### src/rtl/approx_mul_error_monitor_pkg.sv
// Shared definitions for the approximate-multiplier error monitor:
// FSM state encoding and product/error width helpers.
package approx_mul_error_monitor_pkg;

    typedef enum logic [1:0] {
        ST_IDLE   = 2'd0,
        ST_MUL    = 2'd1,
        ST_UPDATE = 2'd2
    } state_e;

    function automatic int prod_w(input int width);
        return 2 * width;
    endfunction

    function automatic int err_w(input int width);
        return 2 * width + 1;
    endfunction

endpackage

### src/rtl/approx_mul_error_monitor_seq_shift_add_mul.sv
// Exact unsigned multiplier: radix-2 shift-add, one multiplier bit per cycle, LSB first.
// A start pulse loads operands; done pulses for one cycle once prod holds the final product.
module seq_shift_add_mul #(
    parameter int WIDTH = 8
) (
    input  logic                 clk,
    input  logic                 rst,
    input  logic                 start,
    input  logic [WIDTH-1:0]     a,
    input  logic [WIDTH-1:0]     b,
    output logic                 done,
    output logic [2*WIDTH-1:0]   prod
);
    localparam int CW = $clog2(WIDTH + 1);

    logic [2*WIDTH-1:0] acc_q, acc_d;
    logic [2*WIDTH-1:0] mcand_q, mcand_d;
    logic [WIDTH-1:0]   mplier_q, mplier_d;
    logic [CW-1:0]      cnt_q, cnt_d;
    logic               busy_q, busy_d;
    logic               done_q, done_d;

    always_comb begin
        acc_d    = acc_q;
        mcand_d  = mcand_q;
        mplier_d = mplier_q;
        cnt_d    = cnt_q;
        busy_d   = busy_q;
        done_d   = 1'b0;
        if (start) begin
            acc_d    = '0;
            mcand_d  = {{WIDTH{1'b0}}, a};
            mplier_d = b;
            cnt_d    = CW'(WIDTH);
            busy_d   = 1'b1;
        end else if (busy_q) begin
            if (mplier_q[0]) begin
                acc_d = acc_q + mcand_q;
            end
            mcand_d  = mcand_q << 1;
            mplier_d = mplier_q >> 1;
            cnt_d    = cnt_q - CW'(1);
            if (cnt_q == CW'(1)) begin
                busy_d = 1'b0;
                done_d = 1'b1;
            end
        end
    end

    always_ff @(posedge clk) begin
        if (rst) begin
            acc_q    <= '0;
            mcand_q  <= '0;
            mplier_q <= '0;
            cnt_q    <= '0;
            busy_q   <= 1'b0;
            done_q   <= 1'b0;
        end else begin
            acc_q    <= acc_d;
            mcand_q  <= mcand_d;
            mplier_q <= mplier_d;
            cnt_q    <= cnt_d;
            busy_q   <= busy_d;
            done_q   <= done_d;
        end
    end

    assign done = done_q;
    assign prod = acc_q;

endmodule

### src/rtl/approx_mul_error_monitor.sv
// Error monitor for an approximate multiplier: recomputes each exact product and
// keeps saturating statistics of the signed error exact - approx_p.
module approx_mul_error_monitor
    import approx_mul_error_monitor_pkg::*;
#(
    parameter int WIDTH = 8,
    parameter int ACC_W = 32,
    parameter int CNT_W = 16
) (
    input  logic                 clk,
    input  logic                 rst,
    input  logic                 clear,
    input  logic                 in_valid,
    output logic                 in_ready,
    input  logic [WIDTH-1:0]     a,
    input  logic [WIDTH-1:0]     b,
    input  logic [2*WIDTH-1:0]   approx_p,
    output logic                 res_valid,
    output logic [2*WIDTH:0]     res_err,
    output logic [CNT_W-1:0]     sample_count,
    output logic [CNT_W-1:0]     err_count,
    output logic [2*WIDTH-1:0]   max_abs_err,
    output logic [ACC_W-1:0]     sum_abs_err,
    output logic                 sat
);
    localparam int PROD_W = prod_w(WIDTH);
    localparam int ERR_W  = err_w(WIDTH);
    localparam int CW     = $clog2(WIDTH + 1);

    state_e              state_q, state_d;
    logic [CW-1:0]       cnt_q, cnt_d;
    logic [PROD_W-1:0]   approx_q, approx_d;
    logic                res_valid_q, res_valid_d;
    logic [ERR_W-1:0]    res_err_q, res_err_d;
    logic [CNT_W-1:0]    sample_count_q, sample_count_d;
    logic [CNT_W-1:0]    err_count_q, err_count_d;
    logic [PROD_W-1:0]   max_q, max_d;
    logic [ACC_W-1:0]    sum_q, sum_d;
    logic                sat_q, sat_d;

    logic                mul_start;
    logic                mul_done;
    logic [PROD_W-1:0]   mul_prod;
    logic [ERR_W-1:0]    err;
    logic [ERR_W-1:0]    neg_err;
    logic [PROD_W-1:0]   abs_err;
    logic [ACC_W:0]      sum_ext;

    assign in_ready  = (state_q == ST_IDLE);
    assign mul_start = in_ready && in_valid && !clear;

    seq_shift_add_mul #(.WIDTH(WIDTH)) u_mul (
        .clk   (clk),
        .rst   (rst),
        .start (mul_start),
        .a     (a),
        .b     (b),
        .done  (mul_done),
        .prod  (mul_prod)
    );

    always_comb begin
        err     = {1'b0, mul_prod} - {1'b0, approx_q};
        neg_err = -err;
        abs_err = err[ERR_W-1] ? neg_err[PROD_W-1:0] : err[PROD_W-1:0];
        sum_ext = {1'b0, sum_q} + (ACC_W + 1)'(abs_err);
    end

    always_comb begin
        state_d        = state_q;
        cnt_d          = cnt_q;
        approx_d       = approx_q;
        res_valid_d    = 1'b0;
        res_err_d      = res_err_q;
        sample_count_d = sample_count_q;
        err_count_d    = err_count_q;
        max_d          = max_q;
        sum_d          = sum_q;
        sat_d          = sat_q;
        if (clear) begin
            state_d        = ST_IDLE;
            res_err_d      = '0;
            sample_count_d = '0;
            err_count_d    = '0;
            max_d          = '0;
            sum_d          = '0;
            sat_d          = 1'b0;
        end else begin
            case (state_q)
                ST_IDLE: begin
                    if (in_valid) begin
                        state_d  = ST_MUL;
                        cnt_d    = CW'(WIDTH - 1);
                        approx_d = approx_p;
                    end
                end
                ST_MUL: begin
                    if (cnt_q == '0) begin
                        state_d = ST_UPDATE;
                    end else begin
                        cnt_d = cnt_q - CW'(1);
                    end
                end
                ST_UPDATE: begin
                    state_d = ST_IDLE;
                    // mul_done always coincides with UPDATE; it guards against a stale product
                    if (mul_done) begin
                        res_valid_d = 1'b1;
                        res_err_d   = err;
                        if (sample_count_q == '1) begin
                            sat_d = 1'b1;
                        end else begin
                            sample_count_d = sample_count_q + CNT_W'(1);
                        end
                        if (err != '0) begin
                            if (err_count_q == '1) begin
                                sat_d = 1'b1;
                            end else begin
                                err_count_d = err_count_q + CNT_W'(1);
                            end
                        end
                        if (abs_err > max_q) begin
                            max_d = abs_err;
                        end
                        if (sum_ext[ACC_W]) begin
                            sum_d = '1;
                            sat_d = 1'b1;
                        end else begin
                            sum_d = sum_ext[ACC_W-1:0];
                        end
                    end
                end
                default: state_d = ST_IDLE;
            endcase
        end
    end

    always_ff @(posedge clk) begin
        if (rst) begin
            state_q        <= ST_IDLE;
            cnt_q          <= '0;
            approx_q       <= '0;
            res_valid_q    <= 1'b0;
            res_err_q      <= '0;
            sample_count_q <= '0;
            err_count_q    <= '0;
            max_q          <= '0;
            sum_q          <= '0;
            sat_q          <= 1'b0;
        end else begin
            state_q        <= state_d;
            cnt_q          <= cnt_d;
            approx_q       <= approx_d;
            res_valid_q    <= res_valid_d;
            res_err_q      <= res_err_d;
            sample_count_q <= sample_count_d;
            err_count_q    <= err_count_d;
            max_q          <= max_d;
            sum_q          <= sum_d;
            sat_q          <= sat_d;
        end
    end

    assign res_valid    = res_valid_q;
    assign res_err      = res_err_q;
    assign sample_count = sample_count_q;
    assign err_count    = err_count_q;
    assign max_abs_err  = max_q;
    assign sum_abs_err  = sum_q;
    assign sat          = sat_q;

endmodule

### config.mk
export PLATFORM = sky130hd
export DESIGN_NAME = approx_mul_error_monitor
export DESIGN_NICKNAME = d
export VERILOG_FILES = /design/src/rtl/approx_mul_error_monitor_pkg.sv /design/src/rtl/approx_mul_error_monitor_seq_shift_add_mul.sv /design/src/rtl/approx_mul_error_monitor.sv
export SDC_FILE = /design/constraint.sdc
export NUM_CORES = 1
export LEC_CHECK = 0
export ABC_AREA = 1
export CORE_MARGIN = 3
export CORE_UTILIZATION = 35
export DETAILED_ROUTE_END_ITERATION = 16
export PLACE_DENSITY = 0.64
export SYNTH_ARGS = -nofsm -noshare
export SYNTH_HDL_FRONTEND = slang
export SYNTH_SLANG_ARGS = --single-unit
### constraint.sdc
create_clock -name clk -period 12.2 [get_ports clk]
set_clock_uncertainty 0.15 [all_clocks]
set_input_delay 3.66 -clock clk [delete_from_list [all_inputs] [get_ports clk]]
set_output_delay 3.66 -clock clk [all_outputs]
set_load 0.005 [all_outputs]
After elaboration in Yosys (flattened, before gate mapping). Cells that the tools add are included. W data, S select, Z words.

Register bits after elaboration: 167. Bits of input ports: 36.

Add/subtract/negate cells: 8. Magnitude comparators: 1. Eq/ne operators: 8. Multiplexer cells: 23. Bitwise operators: 5. Reductions and logical operators: 20.

Operators by type and width (count): $add A32 B16 Y33 (1); $add A16 B1 Y16 const B (2); $eq A16 B16 Y1 const B (2); $mux W32 (1); $mux W8 (4); $reduce_bool A17 Y1 (1); $sub A16 B16 Y17 (1); $add A16 B16 Y16 (1); $gt A16 B16 Y1 (1); $mux W16 (1); $mux W4 (4); $neg A16 Y16 (1); $mux W1 (9); $reduce_and A3 Y1 (3); $pmux W4 S2 (1); $reduce_and A4 Y1 (2); $sub A4 B1 Y4 const B (2); $ne A2 B2 Y1 const B (3); $reduce_and A2 Y1 (3); $reduce_or A3 Y1 (2); $not A1 Y1 (5); $eq A4 B1 Y1 const B (1); $logic_not A4 Y1 (1); $mux W2 (2); 8 further kinds (11).

Depth between registers and ports, before layout. Gate-level depths: netlist of the first run.

Depth after elaboration: 5. Mapped depth: 33.

Cells and area by module. A second synthesis of the first run with hierarchy kept.

Cells, all modules: 1625. Area, all modules: 10750.3 sq um.

By module, submodules not included: approx_mul_error_monitor (instances 1, cells each 1204, area each 7951.4 sq um, seq. area each 2422.3 sq um); seq_shift_add_mul (instances 1, cells each 421, area each 2798.9 sq um, seq. area each 920.9 sq um).

Least setup slack after synthesis of the first run. No wires, ideal clock.

Path type: input to register. Start: input clear. End: register u_mul.mcand_q[1]. Setup time: 0.074 ns. Arrival: 4.758 ns. Required time: 11.976 ns. Slack: 7.217 ns. Cell stages on the path: 8. Path buffers: 2. Cell sequence: inv_1 -> nand3_1 -> inv_1 -> clkbuf_1 -> nor2_1 -> clkbuf_1 -> nand2_1 -> a31oi_1.

Word-level cells in the longest chain between the ends: 3. Elaborated cells between the ends (all ways): 4.

RTL lines: from (decl) (RTL line approx_mul_error_monitor.sv:12) `input logic clear,`; $logic_not A1 Y1 (*) (RTL line approx_mul_error_monitor.sv:50) `assign mul_start = in_ready && in_valid && !clear;`; $logic_and A1 B1 Y1 (*) (RTL line approx_mul_error_monitor.sv:50); $mux W8 or $reduce_bool A2 Y1 (tied branches); to (signal assigned) (RTL line approx_mul_error_monitor_seq_shift_add_mul.sv:60) `mcand_q <= mcand_d;`; to (decl) (RTL line approx_mul_error_monitor_seq_shift_add_mul.sv:17) `logic [2*WIDTH-1:0] mcand_q, mcand_d;`.

Mark *: on every way between the ends. The rest lies on a longest branch, timed or not. A chain may end at the register's enable or synchronous reset.

Worst setup path after layout of the first run.
Start: input rst. End: register res_err_q[11], in the netlist res_err[11].

Word-level cells in the longest chain between the ends: 1.

RTL lines: from (decl) (RTL line approx_mul_error_monitor.sv:11) `input logic rst,`; $reduce_or A2 Y1 (no source line); to (signal assigned) (RTL line approx_mul_error_monitor.sv:155) `res_err_q <= res_err_d;`; to (decl) (RTL line approx_mul_error_monitor.sv:34) `logic [ERR_W-1:0] res_err_q, res_err_d;`.

Every way passes these cells.

==> impl_metrics.py, run 1 <==
metrics = {
    "worst_setup_path": {
        "critical_path_class": "in -> reg",
        "cpPeakStageDelay_ns": 0.50,
        "cp_num_cells": 9,
        "cp_max_fo": 59,
        "path_cells": "clkdlybuf4s50_1 > buf_4 > nor2_4 > buf_4 > clkinv_1 > buf_4 > nor2_1 > inv_1 > o21ai_0",
        "crit_family": "buffers and inverters",
        "slowest_stage": "clkinv_1",
        "cp.arrival_ns": 6.28,
        "r2r_start": "approx_q[10]",
        "critPathLaunchType": "primary input",
        "cp.required_ns": 12.40,
        "r2r_cells": 19,
        "startpoint": "rst",
        "crit_buf_inv": 6,
        "end_kind": "flip-flop",
        "path_common_cell": "buf_4",
    },
    "detailed_routing": {
        "drc": 0,
        "wl_mm": 28.8,
        "wl_per_cell_um": 13.7,
        "vias": 10400,
        "drtPass1Iterations": 5,
        "drt_iter0_markers": 621,
        "vias_per_cell": 4.97,
        "ant_nets": 0,
    },
    "power": {
        "switching_power_w": 0.000458,
        "p_leak_nw": 5.65,
        "power.density_nw_per_um2": 114,
        "p_clk_share_pct": 39.8,
        "p_int_w": 0.000999,
        "pwr-share-seq_pct": 38.7,
        "swShare_pct": 31.4,
        "comb_power_share_pct": 21.6,
        "ir_worst_vdd_mv": 0.0869,
    },
    "global_route": {
        "grt-ovfl-total": 0,
        "grt_max_degree": 62,
        "grt_usage_pct": 18.0,
        "antenna_found_initial": 0,
        "grt_pass1_wl_mm": 47.2,
        "grt_pass1_vias": 9739,
    },
    "placed_design": {
        "dp_cells": 2064,
        "io_buffer_count": 135,
        "dpl.hpwl_mm": 22.3,
        "gp_congestion": 0.861,
    },
    "clock_network": {
        "numCtsBuffers": 17,
        "cts_root_buffer": "clkbuf_16",
        "cts_setup_buffers": 0,
        "cts_resized": 0,
        "cts_tree": "done",
        "clk_latency_ns": 0.43,
        "clk_pin_slew_ns": 0.07,
        "clock_path_buffers": 2,
        "hold_buffers": 0,
        "htreeDepth": 4,
        "numClockSinks": 167,
    },
    "synth": {
        "syn_inst": 1586,
        "synth_fp_nets": 1696,
        "synth_area_leader_cell": "dfxtp_1",
        "syn_avg_cell_area_um2": 6.62,
        "synthArstFlopShare_pct": 0,
        "synth-edff-count": 0,
        "synth_commonest_cells": "381 x nand2_1, 206 x inv_1, 167 x dfxtp_1, 161 x nor2_1, 131 x a21oi_1",
        "netlist.area_leader.share_pct": 31.9,
        "synth.area.top_cells": "dfxtp_1 32%, nand2_1 14%, ha_1 8.5%, inv_1 7.4%, a21oi_1 6.2%",
        "yosysWarnings": 0,
        "synth-main-ff-cell": "dfxtp_1",
        "synth_seq_area_share_pct": 31.9,
        "ys_seq_elements": 167,
        "synth_area_um2": 10500,
        "synth_cell_type_count": 47,
        "synth_most_common_cell": "nand2_1",
    },
    "timing": {
        "setup_viol": 0,
        "drv_slew": 0,
        "slew_headroom_pct": 16.7,
        "period_share_pct": 49.9,
        "fin_crit_ns": 6.08,
        "hold_violations": 0,
        "clock.fmax_ghz": 0.164,
        "worst_pin_slew_ns": 1.24,
        "fin_tns_setup_ns": 0,
        "rsz0062_at_grt": "no",
    },
    "layout": {
        "postLayoutCoreUtil_pct": 44.1,
        "antenna_cells": 0,
        "final_cells": 2096,
        "regArea_um2": 3340,
        "multi_input_area_um2": 6160,
        "area_delta_synth_final_pct": 22.1,
        "layout-drive-gt1-share_pct": 4.44,
        "fillers": 3026,
        "layout.nets": 1809,
    },
    "min_path": {
        "holdPathStages": 2,
        "min-delay-start": "sat",
        "hp-class": "reg -> reg",
    },
    "floorplan": {
        "fp-row-count": 62,
        "pin_count": 136,
        "start_util_pct": 36.1,
        "core-area_um2": 29100,
        "dieHeight_um": 179,
        "die-area_um2": 32100,
        "die-width_um": 179,
    },
    "run_status": {
        "status": "finished, final reports clean",
    },
    "job": {
        "cap_violations": 0,
    },
}
-- power by group through the flow --
stage / logic [W] / registers (W) / clock network, W
global placement: 0.000306 / 0.000576 / 0
finish: 0.000314 / 0.000563 / 0.000579
floorplan: 0.000240 / 0.000571 / 0
CTS: 0.000314 / 0.000563 / 0.000596
detailed placement: 0.000312 / 0.000576 / 0
global route: 0.000364 / 0.000564 / 0.000615
-- flip-flops by register name (all words and copies together), names as in the netlist --
| name | flops |
|---|---|
| u_mul.busy_q | 1 |
| approx_q | 16 |
| sum_abs_err | 32 |
| u_mul.done | 1 |
| u_mul.prod | 16 |
| u_mul.cnt_q | 4 |
| cnt_q | 4 |
| err_count | 16 |
| res_valid | 1 |
| u_mul.mplier_q | 8 |
| state_q | 2 |
| u_mul.mcand_q | 16 |
| sample_count | 16 |
| sat | 1 |
| max_abs_err | 16 |
| res_err | 17 |
-- routing by layer --
layer  part of all wire, %  up-vias  global-route usage, %  wire (um)
met5                     0        -                      0          0
met4                   1.5        0                   4.80        419
met3                   4.2       30                   2.58       1200
li1                      -     5407                      -          -
met2                    47      237                   31.1      13400
met1                    48     4741                   23.6      13800
-- metrics by stage --
stage / area [um^2] / hold WS [ns] / total power [W] / setup WS, ns
6_report: 12800 / 0.309 / 0.00146 / 6.12
5_1_grt: 12800 / 0.354 / 0.00154 / 5.87
3_3_place_gp: 12200 / 0.295 / 0.000882 / 5.77
2_1_floorplan: 10500 / 0.285 / 0.000811 / 7.22
4_1_cts: 12800 / 0.306 / 0.00147 / 6.12
3_5_place_dp: 12200 / 0.295 / 0.000888 / 5.66
-- logic make-up after synthesis --
logic type,after synthesis,synth area share [%]
flip-flops,167,31.9
AO/OA/AOI/OAI,298,15.7
buffers and inverters,260,9.50
AND/OR/NAND/NOR,739,29.9
adder cells (fa/ha/maj),74,9.04
XOR/XNOR,48,4.01
-- cell type report --
class / instances / area share, %
clock inverter: 15 / 1.61
clock buffer: 17 / 3.32
sequential: 167 / 26.1
multi-input combinational: 1159 / 48.1
timing repair buffer: 141 / 10.9
inverter: 213 / 6.24
tap: 384 / 3.75
-- worst paths after layout --
kind	end	slack, ns
min reg2reg	sat	0.31
max	res_err[11]	6.12
max reg2reg	sum_abs_err[9]	6.66
min	sat	0.31
-- worst min-delay path, cell delays in order (launching register included) --
cell and delay, ns:
dfxtp_1 0.32, nand2_1 0.06, nand2_1 0.04
-- cell usage in the layout (no fill, tap or decap), drive strengths merged, types with 31 or more instances in the layout --
| cell | instances |
|---|---|
| a21oi | 134 |
| clkdlybuf4s50 | 135 |
| dfxtp | 167 |
| ha | 71 |
| inv | 219 |
| nand2 | 396 |
| nand3 | 122 |
| nor2 | 167 |
| o21ai | 98 |
| xor2 | 31 |
Power figures use the tool's default switching activity.
==> inputs of run 2 (changes only) <==
==> constraint.sdc (replaced) <==
create_clock -name clk -period 5.8 [get_ports clk]
set_clock_uncertainty 0.15 [all_clocks]
set_input_delay 1.74 -clock clk [delete_from_list [all_inputs] [get_ports clk]]
set_output_delay 1.74 -clock clk [all_outputs]
set_load 0.005 [all_outputs]
==> impl_metrics.py, run 2 (synthesized netlist as in run 1, its figures left out) <==
metrics = {
    "power": {
        "swShare_pct": 33.5,
        "ir_worst_vdd_mv": 0.170,
        "pwr-share-seq_pct": 39.7,
        "p_leak_nw": 5.63,
        "p_int_w": 0.00198,
        "power.density_nw_per_um2": 233,
        "p_clk_share_pct": 37.7,
        "switching_power_w": 0.000997,
        "comb_power_share_pct": 22.7,
    },
    "clock_network": {
        "cts_resized": 0,
        "hold_buffers": 0,
        "cts_root_buffer": "clkbuf_16",
        "numCtsBuffers": 17,
        "cts_setup_buffers": 0,
        "htreeDepth": 4,
        "clock_path_buffers": 2,
        "numClockSinks": 167,
        "cts_tree": "done",
        "clk_pin_slew_ns": 0.07,
        "clk_latency_ns": 0.44,
    },
    "global_route": {
        "antenna_found_initial": 0,
        "grt-ovfl-total": 0,
        "grt_usage_pct": 18.3,
        "grt_max_degree": 63,
        "grt_pass1_vias": 9879,
        "grt_pass1_wl_mm": 47.9,
    },
    "placed_design": {
        "post-place-ws_ns": 0.821,
        "gp_congestion": 0.911,
        "io_buffer_count": 135,
        "dpl.hpwl_mm": 22.8,
        "dp_cells": 2066,
    },
    "detailed_routing": {
        "vias": 10400,
        "drt_iter0_markers": 690,
        "wl_mm": 29.6,
        "ant_nets": 0,
        "wl_per_cell_um": 14.1,
        "drc": 0,
        "vias_per_cell": 4.96,
        "drtPass1Iterations": 5,
    },
    "floorplan": {
        "start_util_pct": 36.1,
        "pin_count": 136,
        "die-width_um": 179,
        "dieHeight_um": 179,
        "core-area_um2": 29100,
        "fp-row-count": 62,
        "die-area_um2": 32100,
    },
    "layout": {
        "mostFrequentLayoutCells": "381 x nand2_1, 206 x inv_1, 167 x dfxtp_1",
        "mostFrequentLayoutCell": "nand2_1",
        "area_delta_synth_final_pct": 21.8,
        "postLayoutCoreUtil_pct": 43.9,
        "layout.nets": 1811,
        "largest_reg_flops": 32,
        "final_cells": 2098,
        "layout-drive-gt1-share_pct": 4.55,
        "antenna_cells": 0,
    },
    "worst_setup_path": {
        "cp.required_ns": 5.98,
        "critical_path_class": "reg -> reg",
        "critPathLaunchType": "flip-flop",
        "cp.arrival_ns": 5.19,
        "cp_max_fo": 17,
        "end_kind": "flip-flop",
    },
    "timing": {
        "rsz0062_at_grt": "no",
        "slew_headroom_pct": 14.9,
        "period_share_pct": 86.5,
        "clock.fmax_ghz": 0.199,
        "hold_violations": 0,
        "worst_slack_ns": 0.785,
        "fin_tns_setup_ns": 0,
        "drv_slew": 0,
        "setup_viol": 0,
        "fin_crit_ns": 5.02,
        "hold_ws_ns": 0.313,
        "worst_pin_slew_ns": 1.27,
    },
    "job": {
        "cap_violations": 0,
    },
    "min_path": {
        "hp-class": "reg -> reg",
    },
    "run_status": {
        "status": "finished, final reports clean",
    },
}
## run 2: final timing paths
| path | from | end | slack (ns) | cells after the start |
|---|---|---|---|---|
| max | approx_q[10] | sum_abs_err[9] | 0.78 | 19 |
| min | approx_q[9] | approx_q[9] | 0.31 | 2 |
| max reg2reg | approx_q[10] | sum_abs_err[9] | 0.78 | 19 |
| min reg2reg | approx_q[9] | approx_q[9] | 0.31 | 2 |
## run 2: stage by stage
stage / area [um^2] / total power [W]
2_1_floorplan: 10500 / 0.00171
3_3_place_gp: 12200 / 0.00187
3_5_place_dp: 12200 / 0.00188
4_1_cts: 12800 / 0.00301
5_1_grt: 12800 / 0.00315
6_report: 12800 / 0.00298
## run 2: cell type report
class | instances | area [um^2]
Clock buffer | 17 | 425
Clock inverter | 15 | 160
Fill cell | 2980 | 16300
Inverter | 213 | 800
Multi-Input combinational cell | 1159 | 6160
Sequential cell | 167 | 3340
Tap cell | 384 | 480
Timing Repair Buffer | 143 | 1410
## run 2: power by group through the flow
stage	registers, W	logic, W	clock network, W
finish	0.00118	0.000675	0.00112
global route	0.00118	0.000777	0.00119
CTS	0.00118	0.000675	0.00115
detailed placement	0.00121	0.000670	0
global placement	0.00121	0.000661	0
floorplan	0.00120	0.000504	0
## run 2: per-layer routing
layer  vias up  share of wire [%]  global-route usage [%]
met5         -                  0                       0
met4         0                1.5                    4.99
met3        28                4.9                    2.73
met2       262                 47                    31.8
met1      4702                 47                    23.7
li1       5420                  -                       -
## run 2: critical path: stages, from the launching register on
cell	delay [ns]
dfxtp_1	0.31
inv_1	0.05
ha_1	0.37
nand2_2	0.13
inv_1	0.05
a21oi_1	0.28
nand3_2	0.16
a21oi_2	0.58
o21ai_0	0.40
fa_1	0.53
nand3_1	0.09
nand2_1	0.09
a21oi_1	0.24
o21ai_0	0.22
nand3_1	0.15
nand2_1	0.26
nand2_1	0.32
nand2_1	0.25
o21ai_0	0.23
inv_1	0.05
==> inputs of run 3 (changes only) <==
--- a/config.mk
+++ b/config.mk
@@ -7,9 +7,10 @@
 export LEC_CHECK = 0
 export ABC_AREA = 1
 export CORE_MARGIN = 3
-export CORE_UTILIZATION = 35
+export CORE_UTILIZATION = 23
 export DETAILED_ROUTE_END_ITERATION = 16
-export PLACE_DENSITY = 0.64
+export PLACE_DENSITY = 0.49
 export SYNTH_ARGS = -nofsm -noshare
 export SYNTH_HDL_FRONTEND = slang
 export SYNTH_SLANG_ARGS = --single-unit
+export TNS_END_PERCENT = 30
==> constraint.sdc (replaced) <==
create_clock -name clk -period 4.7 [get_ports clk]
set_clock_uncertainty 0.15 [all_clocks]
set_input_delay 1.41 -clock clk [delete_from_list [all_inputs] [get_ports clk]]
set_output_delay 1.41 -clock clk [all_outputs]
set_load 0.005 [all_outputs]
==> impl_metrics.py, run 3 (synthesized netlist as in run 1, its figures left out) <==
metrics = {
    "placed_design": {
        "io_buffer_count": 135,
        "dpl.hpwl_mm": 25.8,
        "gp_congestion": 0.846,
        "post-place-ws_ns": 0.0222,
        "dpl-instance-area_um2": 12600,
    },
    "layout": {
        "mostFrequentLayoutCells": "372 x nand2_1, 203 x inv_1, 166 x dfxtp_1",
        "antenna_cells": 0,
        "largest_reg_flops": 32,
        "fillers": 4879,
        "mostFrequentLayoutCell": "nand2_1",
        "layout.nets": 1837,
        "area_delta_synth_final_pct": 28.0,
        "layout-drive-gt1-share_pct": 8.16,
        "fin_area_um2": 13400,
        "regArea_um2": 3340,
        "multi_input_area_um2": 6330,
    },
    "worst_setup_path": {
        "cp_max_fo": 15,
        "cpPeakStageDelay_ns": 0.31,
        "cp.required_ns": 4.89,
        "path_common_cell": "nand2_1",
        "critical_path_class": "reg -> reg",
        "slowest_stage": "dfxtp_1",
        "end_kind": "flip-flop",
        "cp.arrival_ns": 4.51,
        "critPathLaunchType": "flip-flop",
    },
    "run_status": {
        "status": "finished, final reports clean",
    },
    "timing": {
        "period_share_pct": 92.0,
        "slew_headroom_pct": 35.0,
        "rsz0062_at_grt": "no",
        "setup_viol": 0,
        "fin_crit_ns": 4.32,
        "drv_slew": 0,
        "fin_tns_setup_ns": 0,
        "clock.fmax_ghz": 0.231,
        "hold_violations": 0,
        "worst_slack_ns": 0.378,
        "worst_pin_slew_ns": 0.969,
    },
    "detailed_routing": {
        "vias_per_cell": 4.45,
        "drtPass1Iterations": 6,
        "drc": 0,
        "drt_iter0_markers": 601,
        "ant_nets": 0,
        "wl_per_cell_um": 14.1,
        "wl_mm": 32.8,
        "vias": 10400,
    },
    "power": {
        "ir_worst_vdd_mv": 0.185,
        "power.density_nw_per_um2": 288,
        "finalPower_w": 0.00386,
        "p_leak_nw": 5.79,
    },
    "global_route": {
        "grt_pass1_vias": 9965,
        "grt-ovfl-total": 0,
        "grt_pass1_wl_mm": 52.7,
        "grt_max_degree": 48,
        "antenna_found_initial": 0,
        "grt_usage_pct": 13.7,
    },
    "floorplan": {
        "pin_count": 136,
        "core-area_um2": 44600,
        "dieHeight_um": 220,
        "start_util_pct": 23.5,
        "die-area_um2": 48200,
        "fp-row-count": 77,
        "die-width_um": 220,
    },
    "clock_network": {
        "numCtsBuffers": 17,
        "cts_tree": "done",
        "clk_pin_slew_ns": 0.07,
        "clock_path_buffers": 2,
        "numClockSinks": 167,
        "clk_latency_ns": 0.46,
        "cts_root_buffer": "clkbuf_16",
        "htreeDepth": 4,
    },
    "min_path": {
        "hp-class": "reg -> reg",
    },
    "job": {
        "cap_violations": 0,
    },
}
==> run 3: cell types whose count changed in the layout (fill, tap and decap cells not counted), moves of 5 or more <==
cell,before,now
clkinv_2,0,5
nor2_1,160,153
nand2_2,14,22
buf_4,8,34
nand2_1,381,372
nor2_2,5,10
==> run 3: metal layers <==
| layer | GRT usage [%] | part of all wire [%] |
|---|---|---|
| met5 | 0 | 0 |
| met4 | 3.13 | 0.98 |
| met3 | 2.90 | 4.6 |
| met2 | 22.3 | 45 |
| met1 | 18.7 | 49 |
==> run 3: path summary, 6_finish.rpt <==
kind | from | slack (ns) | depth (start not counted) | to
hold reg to reg | sat | 0.31 | 2 | sat
setup reg to reg | approx_q[6] | 0.38 | 25 | max_abs_err[7]
hold / removal | sat | 0.31 | 2 | sat
setup / recovery | approx_q[6] | 0.38 | 25 | max_abs_err[7]
==> run 3: where the power goes <==
| group | switching, W | internal (W) | total, W | leakage [nW] |
|---|---|---|---|---|
| logic | 0.000578 | 0.000331 | 0.000909 | 4.13 |
| registers | 0.0000160 | 0.00144 | 0.00146 | 1.35 |
| clock network | 0.000643 | 0.000855 | 0.00150 | 0.303 |
| total | 0.00124 | 0.00263 | 0.00386 | 5.79 |
==> run 3: cell type report <==
class / instances / share of cell area [%]
clock buffer: 18 / 3.27
clock inverter: 14 / 1.26
multi-input combinational: 1159 / 47.1
inverter: 213 / 5.98
tap: 592 / 5.51
sequential: 167 / 24.9
timing repair buffer: 169 / 12.0
==> run 3: critical path, delay by kind of cell, from the launching register on <==
| family | cells | cell delay, ns |
|---|---|---|
| buffers and inverters | 5 | 0.54 |
| adder cells (fa/ha/maj) | 2 | 0.59 |
| AO/OA/AOI/OAI | 4 | 0.54 |
| AND/OR/NAND/NOR | 14 | 2.08 |
| flip-flops | 1 | 0.31 |
==> run 3: what timing repair did <==
action | in CTS | in global routing
setup endpoints to repair | 0 | 40
resized for setup | 0 | 46
setup buffers | 0 | 5
hold buffers | 0 | 0
hold endpoints to repair | 0 | 0
==> run 3: stage by stage <==
stage | std cells | hold slack, ns | utilization [%]
after floorplan | 1586 | 0.285 | -
after global placement | 2295 | 0.296 | 28.3
after global routing | 2332 | 0.330 | 30.1
after detailed placement | 2295 | 0.307 | 28.3
final | 2332 | 0.310 | 30.1
after CTS | 2327 | 0.317 | 29.6
